--- config.mk ---
export PLATFORM = sky130hd
export DESIGN_NAME = seg7_scan_driver
export DESIGN_NICKNAME = d
export VERILOG_FILES = /design/src/rtl/seg7_pkg.sv /design/src/rtl/seg7_decode.sv /design/src/rtl/seg7_scan_driver.sv
export SDC_FILE = /design/constraint.sdc
export NUM_CORES = 1
export LEC_CHECK = 0
export CAP_MARGIN = 20
export CORE_AREA = 2 2 94 96
export CTS_BUF_LIST = sky130_fd_sc_hd__clkbuf_8 sky130_fd_sc_hd__clkbuf_16
export DETAILED_ROUTE_END_ITERATION = 16
export DIE_AREA = 0 0 96 98
export PLACE_DENSITY_LB_ADDON = 0.05
export SYNTH_ARGS = -nofsm -noshare
export SYNTH_HDL_FRONTEND = slang
export SYNTH_HIERARCHICAL = 1
export SYNTH_SLANG_ARGS = --single-unit
--- constraint.sdc ---
create_clock -name clk -period 10.22 [get_ports clk]
set_input_delay 1.022 -clock clk [delete_from_list [all_inputs] [get_ports clk]]
set_output_delay 1.022 -clock clk [all_outputs]
set_load 0.02 [all_outputs]
--- src/rtl/seg7_pkg.sv ---
// Shared seven-segment constants and decode helper.
// Patterns are active-high, bit order gfedcba.
package seg7_pkg;

  localparam logic [6:0] SEG_TABLE [16] = '{
    7'h3F, 7'h06, 7'h5B, 7'h4F,
    7'h66, 7'h6D, 7'h7D, 7'h07,
    7'h7F, 7'h6F, 7'h77, 7'h7C,
    7'h39, 7'h5E, 7'h79, 7'h71
  };

  localparam logic [6:0] SEG_BLANK = 7'h00;

  function automatic logic [6:0] seg_decode(
    input logic [3:0] code,
    input logic       hex_en
  );
    if (!hex_en && code > 4'd9)
      return SEG_BLANK;
    return SEG_TABLE[code];
  endfunction

endpackage

--- src/rtl/seg7_decode.sv ---
// Combinational digit decoder.
// Produces the active-high gfedcba pattern.
module seg7_decode
  import seg7_pkg::*;
(
  input  logic [3:0] code,
  input  logic       hex_en,
  input  logic       blank,
  output logic [6:0] pattern
);

  // blanking overrides the table lookup
  always_comb begin
    pattern = blank ? SEG_BLANK
                    : seg_decode(code, hex_en);
  end

endmodule

--- src/rtl/seg7_scan_driver.sv ---
// Multiplexed seven-segment scan driver.
// One digit per REFRESH_DIV cycles, frame-coherent snapshot.
module seg7_scan_driver
  import seg7_pkg::*;
#(
  parameter int N_DIGITS    = 4,
  parameter int REFRESH_DIV = 100000,
  parameter int ACTIVE_LOW  = 1,
  parameter int HEX_MODE    = 0
) (
  input  logic                  clk,
  input  logic                  rst_n,
  input  logic                  enable,
  input  logic [4*N_DIGITS-1:0] digits,
  input  logic [N_DIGITS-1:0]   dp,
  input  logic                  lz_blank,
  output logic [6:0]            segment,
  output logic                  dp_out,
  output logic [N_DIGITS-1:0]   anode,
  output logic                  frame_tick
);

  localparam int IW =
    (N_DIGITS > 1) ? $clog2(N_DIGITS) : 1;
  localparam int CW = $clog2(REFRESH_DIV);
  localparam logic [CW-1:0] CNT_MAX =
    CW'(REFRESH_DIV - 1);
  localparam logic [IW-1:0] IDX_MAX =
    IW'(N_DIGITS - 1);
  localparam logic INV = (ACTIVE_LOW != 0);
  localparam logic HEX = (HEX_MODE != 0);

  logic [CW-1:0]         cnt;
  logic [IW-1:0]         idx;
  logic [4*N_DIGITS-1:0] snap_digits;
  logic [N_DIGITS-1:0]   snap_dp;
  logic                  snap_lz;

  logic                  load;
  logic                  cnt_wrap;
  logic                  idx_wrap;
  logic [4*N_DIGITS-1:0] cur_digits;
  logic [N_DIGITS-1:0]   cur_dp;
  logic                  cur_lz;
  logic [3:0]            code;
  logic                  nz;
  logic                  blank;
  logic [6:0]            pattern;
  logic [N_DIGITS-1:0]   onehot;

  // the snapshot being loaded this cycle is already the frame's data
  always_comb begin
    load       = enable && cnt == '0 && idx == '0;
    cnt_wrap   = cnt == CNT_MAX;
    idx_wrap   = cnt_wrap && idx == IDX_MAX;
    cur_digits = load ? digits : snap_digits;
    cur_dp     = load ? dp : snap_dp;
    cur_lz     = load ? lz_blank : snap_lz;
    code       = cur_digits[{idx, 2'b00} +: 4];
    nz         = 1'b0;
    for (int j = 0; j < N_DIGITS; j++) begin
      if (j >= int'(idx) &&
          cur_digits[4*j +: 4] != 4'h0)
        nz = 1'b1;
    end
    blank  = cur_lz && idx != '0 && !nz;
    onehot = N_DIGITS'(1) << idx;
  end

  seg7_decode u_decode (
    .code    (code),
    .hex_en  (HEX),
    .blank   (blank),
    .pattern (pattern)
  );

  // refresh counter and digit index, frozen while disabled
  always_ff @(posedge clk or negedge rst_n) begin
    if (!rst_n) begin
      cnt <= '0;
      idx <= '0;
    end else if (enable) begin
      cnt <= cnt_wrap ? '0 : cnt + 1'b1;
      if (cnt_wrap)
        idx <= idx_wrap ? '0 : idx + 1'b1;
    end
  end

  // frame snapshot taken at the first cycle of each frame
  always_ff @(posedge clk or negedge rst_n) begin
    if (!rst_n) begin
      snap_digits <= '0;
      snap_dp     <= '0;
      snap_lz     <= 1'b0;
    end else if (load) begin
      snap_digits <= digits;
      snap_dp     <= dp;
      snap_lz     <= lz_blank;
    end
  end

  // registered drive with polarity applied here
  always_ff @(posedge clk or negedge rst_n) begin
    if (!rst_n) begin
      segment    <= {7{INV}};
      dp_out     <= INV;
      anode      <= {N_DIGITS{INV}};
      frame_tick <= 1'b0;
    end else if (!enable) begin
      segment    <= {7{INV}};
      dp_out     <= INV;
      anode      <= {N_DIGITS{INV}};
      frame_tick <= 1'b0;
    end else begin
      segment    <= pattern ^ {7{INV}};
      dp_out     <= cur_dp[idx] ^ INV;
      anode      <= onehot ^ {N_DIGITS{INV}};
      frame_tick <= idx_wrap;
    end
  end

endmodule

Yosys cells after proc, flatten, opt, wreduce, memory -nomap -nowiden
Memory sizes are Yosys's and may differ from the RTL's.
Index checks and enable logic that the tools add are counted.

storage, ports and cells
  flip-flop bits (word level) = 53
  bits in read-only memories = 112
  output and inout port bits = 13
  logic and storage cells = 64
  memories kept = 1

operators by class
  add/sub/neg operators = 2
  magnitude comparators = 6
  equality and inequality tests = 2
  shifts and indexed selects = 2
  muxes and demuxes = 21
  bitwise logic cells = 4
  reduce and logical (&&, ||, !) cells = 17

memory list
  memory            depth  bits a word  read ports  clocked after Yosys merged registers in  write ports  RTL line        text
  (name not given)  16     7            1           0                                        0            seg7_pkg.sv:20  return SEG_TABLE[code];

operator list
  operator               number
  $mux 7                 6
  $add 17x1->17 const B  1
  $eq 17x17->1 const B   1
  $logic_not 17->1       1
  $mux 17                1
  $mux 16                1
  $reduce_bool 4->1      4
  $shiftx 16x5->4        1
  $mux 1                 9
  $logic_and 1x1->1      8
  $mux 4                 2
  $not 7->7              1
  $ge 5x5->1 const B     1
  $not 4->5              1
  $ge 1x2->1 const A     2
  $gt 4x4->1 const B     1
  $not 4->4              1
  $shl 1x2->4 const A    1
  $lt 2x3->1 const B     1
  $add 2x1->2 const B    1
  $bmux 1 s2             1
  $eq 2x2->1 const B     1
  $ge 2x2->1 const A     1
  $logic_not 2->1        1
  5 further kinds        5

Depth between registers and ports, before layout
Gate-level depths: netlist of the first run.

  word-level depth = 15
  mapped depth = 14
  depth with buffers taken out = 13

By module
The synthesis of the first run kept the hierarchy.

modules (own cells, without submodules)
  module            times used  cells an instance  area each (um^2)  seq. area each (um^2)
  seg7_scan_driver  1           188                2409.8            1341.3
  seg7_decode       1           36                 314.1             0.0

Worst setup path after synthesis of the first run
OpenSTA, ideal clock, no wires.

  kind = input -> register
  start = input port enable
  end = register segment[4]
  arrival = 3963 ps
  data required time = 10130 ps
  setup slack = 6166 ps
  stages = 12
  buffers on the path = 1
  path through = nand2_1 or4b_4 nor3_4 buf_6 mux2_2 mux4_1 inv_1 ha_1 o21bai_4 a31o_4 a311oi_1 nand2_1

on the way
  elaborated cells between the ends (all ways) = 29
  those cells by class = order compare: 1; shift: 1; mux: 12; bitwise: 2; reduce/logical: 12; memory: 1

RTL lines
  item                                        RTL line                 text
  start, declared                             seg7_scan_driver.sv:13   input logic enable,
  $logic_and 1x1->1 (*) (2 in series)         seg7_scan_driver.sv:53   load = enable && cnt == '0 && idx == '0;
  $mux 16 (*)                                 n/a
  via cur_digits[1]                           seg7_scan_driver.sv:42   logic [4*N_DIGITS-1:0] cur_digits;
  $shiftx 16x5->4 (*)                         seg7_scan_driver.sv:59   code = cur_digits[{idx, 2'b00} +: 4];
  via code[1]                                 seg7_scan_driver.sv:45   logic [3:0] code;
  $not 4->5 (implied by the code)             seg7_pkg.sv:20
  $mem_v2 16x7                                n/a
  $mux 7 (implied by the code) (2 in series)  seg7_pkg.sv:20
  $mux 7 (*)                                  seg7_pkg.sv:20
  $mux 7 (*)                                  seg7_decode.sv:14        pattern = blank ? SEG_BLANK
  via pattern[4]                              seg7_scan_driver.sv:48   logic [6:0] pattern;
  $not 7->7 (no source line) (*)              n/a
  $mux 7 (*)                                  seg7_scan_driver.sv:109  end else if (!enable) begin
  end signal, assigned                        seg7_scan_driver.sv:105  segment <= {7{INV}};
  end signal, assigned                        seg7_scan_driver.sv:110  segment <= {7{INV}};
  end signal, assigned                        seg7_scan_driver.sv:115  segment <= pattern ^ {7{INV}};
  end, declared                               seg7_scan_driver.sv:17   output logic [6:0] segment,

Mark *: on every way through the listed nets, which the timed path passes. The rest lies on a longest branch. The select of a mux whose other input is x is not followed.
A chain may end at the register's enable or synchronous reset.

Worst setup path after layout of the first run
Ends and elaborated chain as after synthesis.

==> run_results.csv, run 1 <==
group,metric,value,unit
setup_path,r2r_slack,5.85,ns
clock_tree,clock-sinks,53,
logic_synthesis,ys_ff_latch,53,
setup_path,endpoint,"segment[4]$_DFF_PN1_",
setup_path,crit_top_cell,"nand2_1",
setup_path,path_buf_inv,3,
logic_synthesis,ys_async_sr_fraction,100.0,%
sta,worst_pin_slew,0.8038,ns
setup_path,startpoint_type,"primary input",
global_route,gr-total-overflow,0,
pwr,vdd_drop_max,0.05248,mV
pwr,combPwrFrac,11.3,%
clock_tree,cts_tree,"yes",
placement,port_buffers,36,
die,die_h,98,um
sta,finalSetupTns,0,ns
layout,fillCellCount,847,
layout,design_area,0.003279,mm^2
pwr,p_switching,0.0001057,W
clock_tree,cts_root_buf,"clkbuf_8",
placement,gp_congestion,0.7071,
die,ios,37,
flow_run,max_cap_violations,0,
logic_synthesis,ys_types,39,
logic_synthesis,avgSynthCellArea,12.16,um^2
clock_tree,numCtsBuffers,5,
setup_path,path_depth,13,
global_route,grt_pass1_wl,9.487,mm
detailed_routing,wl_per_cell,14.79,um
sta,slew_violations,0,
sta,hold_violations,0,
pwr,powerDensity,128.9,mW/mm^2
setup_path,path_cells,"clkdlybuf4s50_1, nand2_1, or4b_4, nor3_4, buf_4, mux2_2, mux4_1, inv_1, ha_1, o21bai_4, a31o_4, a311oi_1, nand2_1",
clock_tree,cts_resized,0,
setup_path,end_kind,"flip-flop",
logic_synthesis,synthCells,224,
worst_hold_path,hp-class,"flip-flop to flip-flop",
detailed_routing,wl,5.487,mm
worst_hold_path,whs_path_depth,1,
layout,fin_nets,298,
logic_synthesis,netlist_area,0.002724,mm^2
pwr,intPower,0.0003172,W
clock_tree,htreeDepth,2,
clock_tree,cts_setup_buffers,0,
sta,relSlewSlack,45.92,%
clock_tree,clkLatencyLatePin,0.30,ns
logic_synthesis,synth_edf_count,0,
detailed_routing,vias,1817,
setup_path,path_class,"primary input to flip-flop",
pwr,p_leak,1.451,nW
sta,skew,0.008895,ns
die,coreArea,0.008466,mm^2
global_route,grt.total_usage,12.98,%
detailed_routing,avgViaCountPerCell,4.898,
logic_synthesis,synth_top_area_share,37.67,%
die,start_util,32.18,%
sta,setup_violations,0,
placement,placed_cell_area,0.003173,mm^2
global_route,antenna_found_initial,0,
setup_path,crit_fanout,25,
clock_tree,path_clk_slew,0.09,ns
layout,multi_input_area,0.001289,mm^2
setup_path,crit_arrival,5.36,ns
pwr,switching_share,24.99,%
clock_tree,cts_hold_buf,0,
detailed_routing,route.detailed.drc,0,
die,die_w,96,um
detailed_routing,drt_iter0_drc,67,
detailed_routing,antenna_left,0,
placement,dp_hpwl,4.074,mm
setup_path,critPathLaunch,"enable",
setup_path,reg2reg_from,"idx[1]$_DFFE_PN0P_",
pwr,pwr-share-clk,32.7,%
logic_synthesis,ys_warn_count,6,
global_route,grt_pass1_vias,1847,
sta,finalCritPeriodShare,50.44,%
outcome,outcome,"complete, no violations",
global_route,grt_max_degree,54,
die,num_rows,34,
setup_path,reg2reg_depth,14,
sta,period_needed,5.155,ns
logic_synthesis,yosys-top-cells-area,"dfrtp_1, dfstp_2, mux2_2",
layout,fin_util,38.74,%
setup_path,critical-path-top-delay-family,"buffers and inverters",
detailed_routing,dr.pass1.iters,4,
logic_synthesis,synth_top_cell_by_area,"dfrtp_1",
setup_path,critPathMaxStageDelay,0.99,ns
pwr,power_frac_seq,55.9,%
sta,rsz0062_at_grt,"false",
setup_path,cp.required,10.43,ns
die,die_area,0.009408,mm^2
setup_path,r2r_end,"segment[4]$_DFF_PN1_",
logic_synthesis,synth_nets,260,
logic_synthesis,seq_area_frac_synth,49.24,%
layout,drive_gt1_share,19.01,%
layout,syn_to_final_growth,20.40,%
logic_synthesis,ys.flop_type,"dfrtp_1",
setup_path,crit_path_top_delay_cell,"clkdlybuf4s50_1",
layout,seq_area,0.001341,mm^2
clock_tree,clockBufferDepth,2,
layout,antennaDiodeCount,0,
sta,max_freq,0.1940,GHz
cell usage after synthesis, drive strengths merged, types with 2 or more instances:
master / number
and2: 2
mux4: 7
a221oi: 2
nor3: 6
inv: 10
o21bai: 2
xnor2: 9
dfrtp: 41
nor4: 6
dfstp: 12
nor2b: 2
or4: 5
ha: 12
nand4: 5
and3: 3
mux2i: 4
mux2: 23
buf: 4
nor2: 18
nand3: 5
clkbuf: 3
a211oi: 4
nand2: 22
xor2: 6
power by group through the flow:
stage,sequential (W),combinational [W],clock (W)
floorplan,0.000238,0.0000242,0
global placement,0.000240,0.0000492,0
detailed placement,0.000240,0.0000490,0
CTS,0.000236,0.0000491,0.000145
global route,0.000239,0.0000550,0.000154
finish,0.000236,0.0000479,0.000138
cells by family (layout without fill, tap and decap cells):
| logic type | count (synthesis) | count (layout) | share of synthesized area [%] |
|---|---|---|---|
| and+or+nand+nor | 78 | 78 | 14.75 |
| DFF | 53 | 53 | 49.24 |
| muxes | 34 | 34 | 17.32 |
| buffers and inverters | 17 | 56 | 3.445 |
| xor gates and xnor gates | 15 | 15 | 4.823 |
| AOI/OAI and AO/OA | 14 | 14 | 4.778 |
| adders and majority gates | 12 | 12 | 5.512 |
| other | 1 | 1 | 0.1377 |
state kept, by name (all words and copies together) (netlist names):
signal / cells
anode: 4
cnt: 17
dp_out: 1
frame_tick: 1
idx: 2
segment: 7
snap_digits: 16
snap_dp: 4
snap_lz: 1
worst min-delay path by stage:
stage                             startpoint                  endpoint  slack, ns
floorplan                cnt[13]$_DFFE_PN0P_       cnt[13]$_DFFE_PN0P_       0.46
global placement    snap_digits[1]$_DFF_PN0_  snap_digits[1]$_DFF_PN0_       0.48
detailed placement       cnt[13]$_DFFE_PN0P_       cnt[13]$_DFFE_PN0P_       0.48
CTS                      cnt[13]$_DFFE_PN0P_       cnt[13]$_DFFE_PN0P_       0.50
global route             cnt[13]$_DFFE_PN0P_       cnt[13]$_DFFE_PN0P_       0.51
finish                   cnt[13]$_DFFE_PN0P_       cnt[13]$_DFFE_PN0P_       0.50
through the flow:
stage / power, W / hold slack, ns / instances / setup WS, ns
floorplan: 0.0002625 / 0.4578 / 224 / 6.166
global placement: 0.0002893 / 0.4803 / 363 / 4.823
detailed placement: 0.0002887 / 0.4829 / 363 / 4.736
CTS: 0.0004299 / 0.5008 / 371 / 5.070
global route: 0.0004476 / 0.5134 / 371 / 4.815
finish: 0.0004229 / 0.4989 / 371 / 5.065
routing by layer:
layer	track usage (%)	share of wire (%)
met5	0	0
met3	2.778	3.6
met4	3.297	1.2
met2	19.07	44
met1	19.44	52
cells in the final DEF, fill, tap and decap left out, drive strengths merged, types with 6 or more instances in the layout:
| master | n |
|---|---|
| nor2 | 18 |
| xor2 | 6 |
| clkdlybuf4s50 | 35 |
| dfrtp | 41 |
| nor3 | 6 |
| ha | 12 |
| inv | 11 |
| mux2 | 23 |
| nor4 | 6 |
| dfstp | 12 |
| nand2 | 22 |
| mux4 | 7 |
| xnor2 | 9 |
final cells by class:
type,instances,share of cell area (%)
clock inverter,3,1.145
clock buffer,5,2.098
inverter,10,1.145
multi-input combinational,154,39.30
sequential,53,40.90
tap,108,4.121
timing repair buffer,38,11.29
Power figures use the tool's default switching activity.
==> run 2: changes to the inputs <==
==> constraint.sdc (replaced) <==
create_clock -name clk -period 5.3 [get_ports clk]
set_input_delay 0.53 -clock clk [delete_from_list [all_inputs] [get_ports clk]]
set_output_delay 0.53 -clock clk [all_outputs]
set_load 0.02 [all_outputs]
==> run 2 against run 1 <==
Compared with the run above:
- combinational power grew 100%
- flip-flop and latch count is the same
- power grew 84%
- clock skew shrank 0.0029 ns
- non-clock buffer count grew 3
- die area is the same
- sequential share of layout area is essentially flat
- via count shrank 0.99%
- design area is essentially flat
- register-to-register slack lost 4.9 ns
- setup slack lost 4.1 ns
- largest cell class unchanged
- highest routed layer unchanged
==> run_results.csv, run 2 (synthesis results as in run 1) <==
group,metric,value,unit
die,num_rows,34,
detailed_routing,avgViaCountPerCell,4.810,
layout,antennaDiodeCount,0,
layout,syn_to_final_growth,20.35,%
setup_path,crit_path_top_delay_cell,"mux4_1",
layout,design_area,0.003278,mm^2
setup_path,path_depth,13,
global_route,grt_pass1_wl,10.03,mm
setup_path,endpoint,"segment[4]$_DFF_PN1_",
clock_tree,cts_hold_buf,0,
placement,placed_cell_area,0.003196,mm^2
setup_path,path_class,"flip-flop to flip-flop",
global_route,antenna_found_initial,0,
sta,finalCritPeriodShare,82.12,%
die,start_util,32.18,%
detailed_routing,vias,1799,
sta,worst_pin_slew,0.8693,ns
pwr,intPower,0.0005647,W
flow_run,max_cap_violations,0,
clock_tree,clock-sinks,53,
setup_path,reg2reg_from,"idx[1]$_DFFE_PN0P_",
sta,slew_violations,0,
clock_tree,path_clk_slew,0.09,ns
global_route,grt_pass1_vias,1854,
pwr,vdd_drop_max,0.09759,mV
layout,final_common_cell,"dfrtp_1",
setup_path,path_cells,"inv_1, ha_1, nand2_1, or4b_4, nor3_4, mux2_2, mux4_1, inv_1, ha_1, o21bai_4, a31o_4, a311oi_1, nand2_1",
sta,setup_violations,0,
clock_tree,clkLatencyLatePin,0.31,ns
layout,largest_reg_flops,17,
setup_path,r2r_end,"segment[4]$_DFF_PN1_",
setup_path,critPathLaunch,"idx[1]$_DFFE_PN0P_",
detailed_routing,wl_per_cell,15.91,um
sta,period_needed,4.352,ns
clock_tree,cts_resized,0,
layout,fin_util,38.72,%
setup_path,crit_fanout,13,
placement,gp_congestion,0.7133,
die,coreArea,0.008466,mm^2
placement,port_buffers,36,
layout,regMostFlops,"cnt",
pwr,p_switching,0.0002135,W
detailed_routing,antenna_left,0,
detailed_routing,drt_iter0_drc,83,
setup_path,path_buf_inv,2,
placement,dp_hpwl,4.326,mm
pwr,p_leak,1.459,nW
setup_path,reg2reg_depth,13,
layout,fin_nets,301,
placement,dp.cells,366,
setup_path,critical-path-top-delay-family,"simple AND/OR/NAND/NOR gates",
global_route,grt_max_degree,54,
setup_path,cp.required,5.54,ns
global_route,grt.total_usage,13.96,%
pwr,total_power,0.0007782,W
setup_path,critPathMaxStageDelay,0.61,ns
clock_tree,clockBufferDepth,2,
layout,largest_registers,"cnt (17), snap_digits (16), segment (7)",
setup_path,crit_arrival,4.59,ns
setup_path,startpoint_type,"flip-flop",
detailed_routing,route.detailed.drc,0,
detailed_routing,dr.pass1.iters,4,
die,die_w,96,um
global_route,gr-total-overflow,0,
die,ios,37,
detailed_routing,wl,5.951,mm
layout,final_cells,374,
sta,relSlewSlack,41.51,%
sta,skew,0.005961,ns
sta,hold_violations,0,
sta,rsz0062_at_grt,"false",
layout,final_cell_mix,"dfrtp_1, clkdlybuf4s50_1, nand2_1",
pwr,powerDensity,237.4,mW/mm^2
outcome,outcome,"complete, no violations",
die,die_area,0.009408,mm^2
pwr,power_frac_seq,58.8,%
layout,drive_gt1_share,20.30,%
clock_tree,htreeDepth,2,
pwr,switching_share,27.43,%
sta,max_freq,0.2298,GHz
pwr,combPwrFrac,12.5,%
pwr,pwr-share-clk,28.7,%
sta,finalSetupTns,0,ns
clock_tree,numCtsBuffers,5,
die,die_h,98,um
clock_tree,cts_root_buf,"clkbuf_8",
clock_tree,cts_setup_buffers,0,
setup_path,end_kind,"flip-flop",
worst_hold_path,hp-class,"primary input to asynchronous set/reset pin",
setup_path,r2r_slack,0.95,ns
clock_tree,cts_tree,"yes",
run 2: changes by cell type in the layout (fill, tap and decap cells not counted):
cell / previous run / this run
buf_4: 2 / 5
clkinv_2: 0 / 2
bufinv_16: 1 / 0
clkinv_1: 1 / 0
run 2: cell type report:
| class | count | area (um^2) |
|---|---|---|
| clock buffer | 5 | 68.82 |
| clock inverter | 3 | 13.76 |
| fill | 851 | 5187 |
| inverter | 10 | 37.54 |
| multi-input combinational | 154 | 1289 |
| sequential | 53 | 1341 |
| tap | 108 | 135.1 |
| timing repair buffer | 41 | 392.9 |
run 2: power groups by stage:
stage	logic, W	clock network, W	registers, W
2_1_floorplan	0.0000467	0	0.000459
3_3_place_gp	0.0000985	0	0.000465
3_5_place_dp	0.0000988	0	0.000465
4_1_cts	0.000100	0.000235	0.000458
5_1_grt	0.000112	0.000251	0.000463
6_report	0.0000975	0.000223	0.000457
run 2: worst min path at each step:
stage | start | end | slack [ns] | cells after the start
floorplan | rst_n | cnt[0]$_DFFE_PN0P_ | 0.23 | 0
global placement | snap_digits[1]$_DFF_PN0_ | snap_digits[1]$_DFF_PN0_ | 0.48 | 1
detailed placement | cnt[8]$_DFFE_PN0P_ | cnt[8]$_DFFE_PN0P_ | 0.49 | 1
CTS | rst_n | snap_dp[0]$_DFF_PN0_ | 0.37 | 2
global route | rst_n | snap_digits[1]$_DFF_PN0_ | 0.41 | 2
finish | rst_n | snap_digits[13]$_DFF_PN0_ | 0.33 | 2
run 2: layer usage:
layer | global-route usage [%] | wire length [um] | part of all wire, %
met5 | 0 | 0 | 0
met1 | 20.63 | 2977 | 50
met4 | 3.626 | 69 | 1.2
met3 | 3.086 | 219 | 3.7
met2 | 20.67 | 2684 | 45
run 2: stage by stage:
stage                     worst slack, ns  hold slack [ns]
after floorplan                     1.373           0.2344
final                              0.9476           0.3350
after CTS                          0.9081           0.3683
after detailed placement           0.8134           0.4887
after global routing               0.6438           0.4056
after global placement             0.8760           0.4844
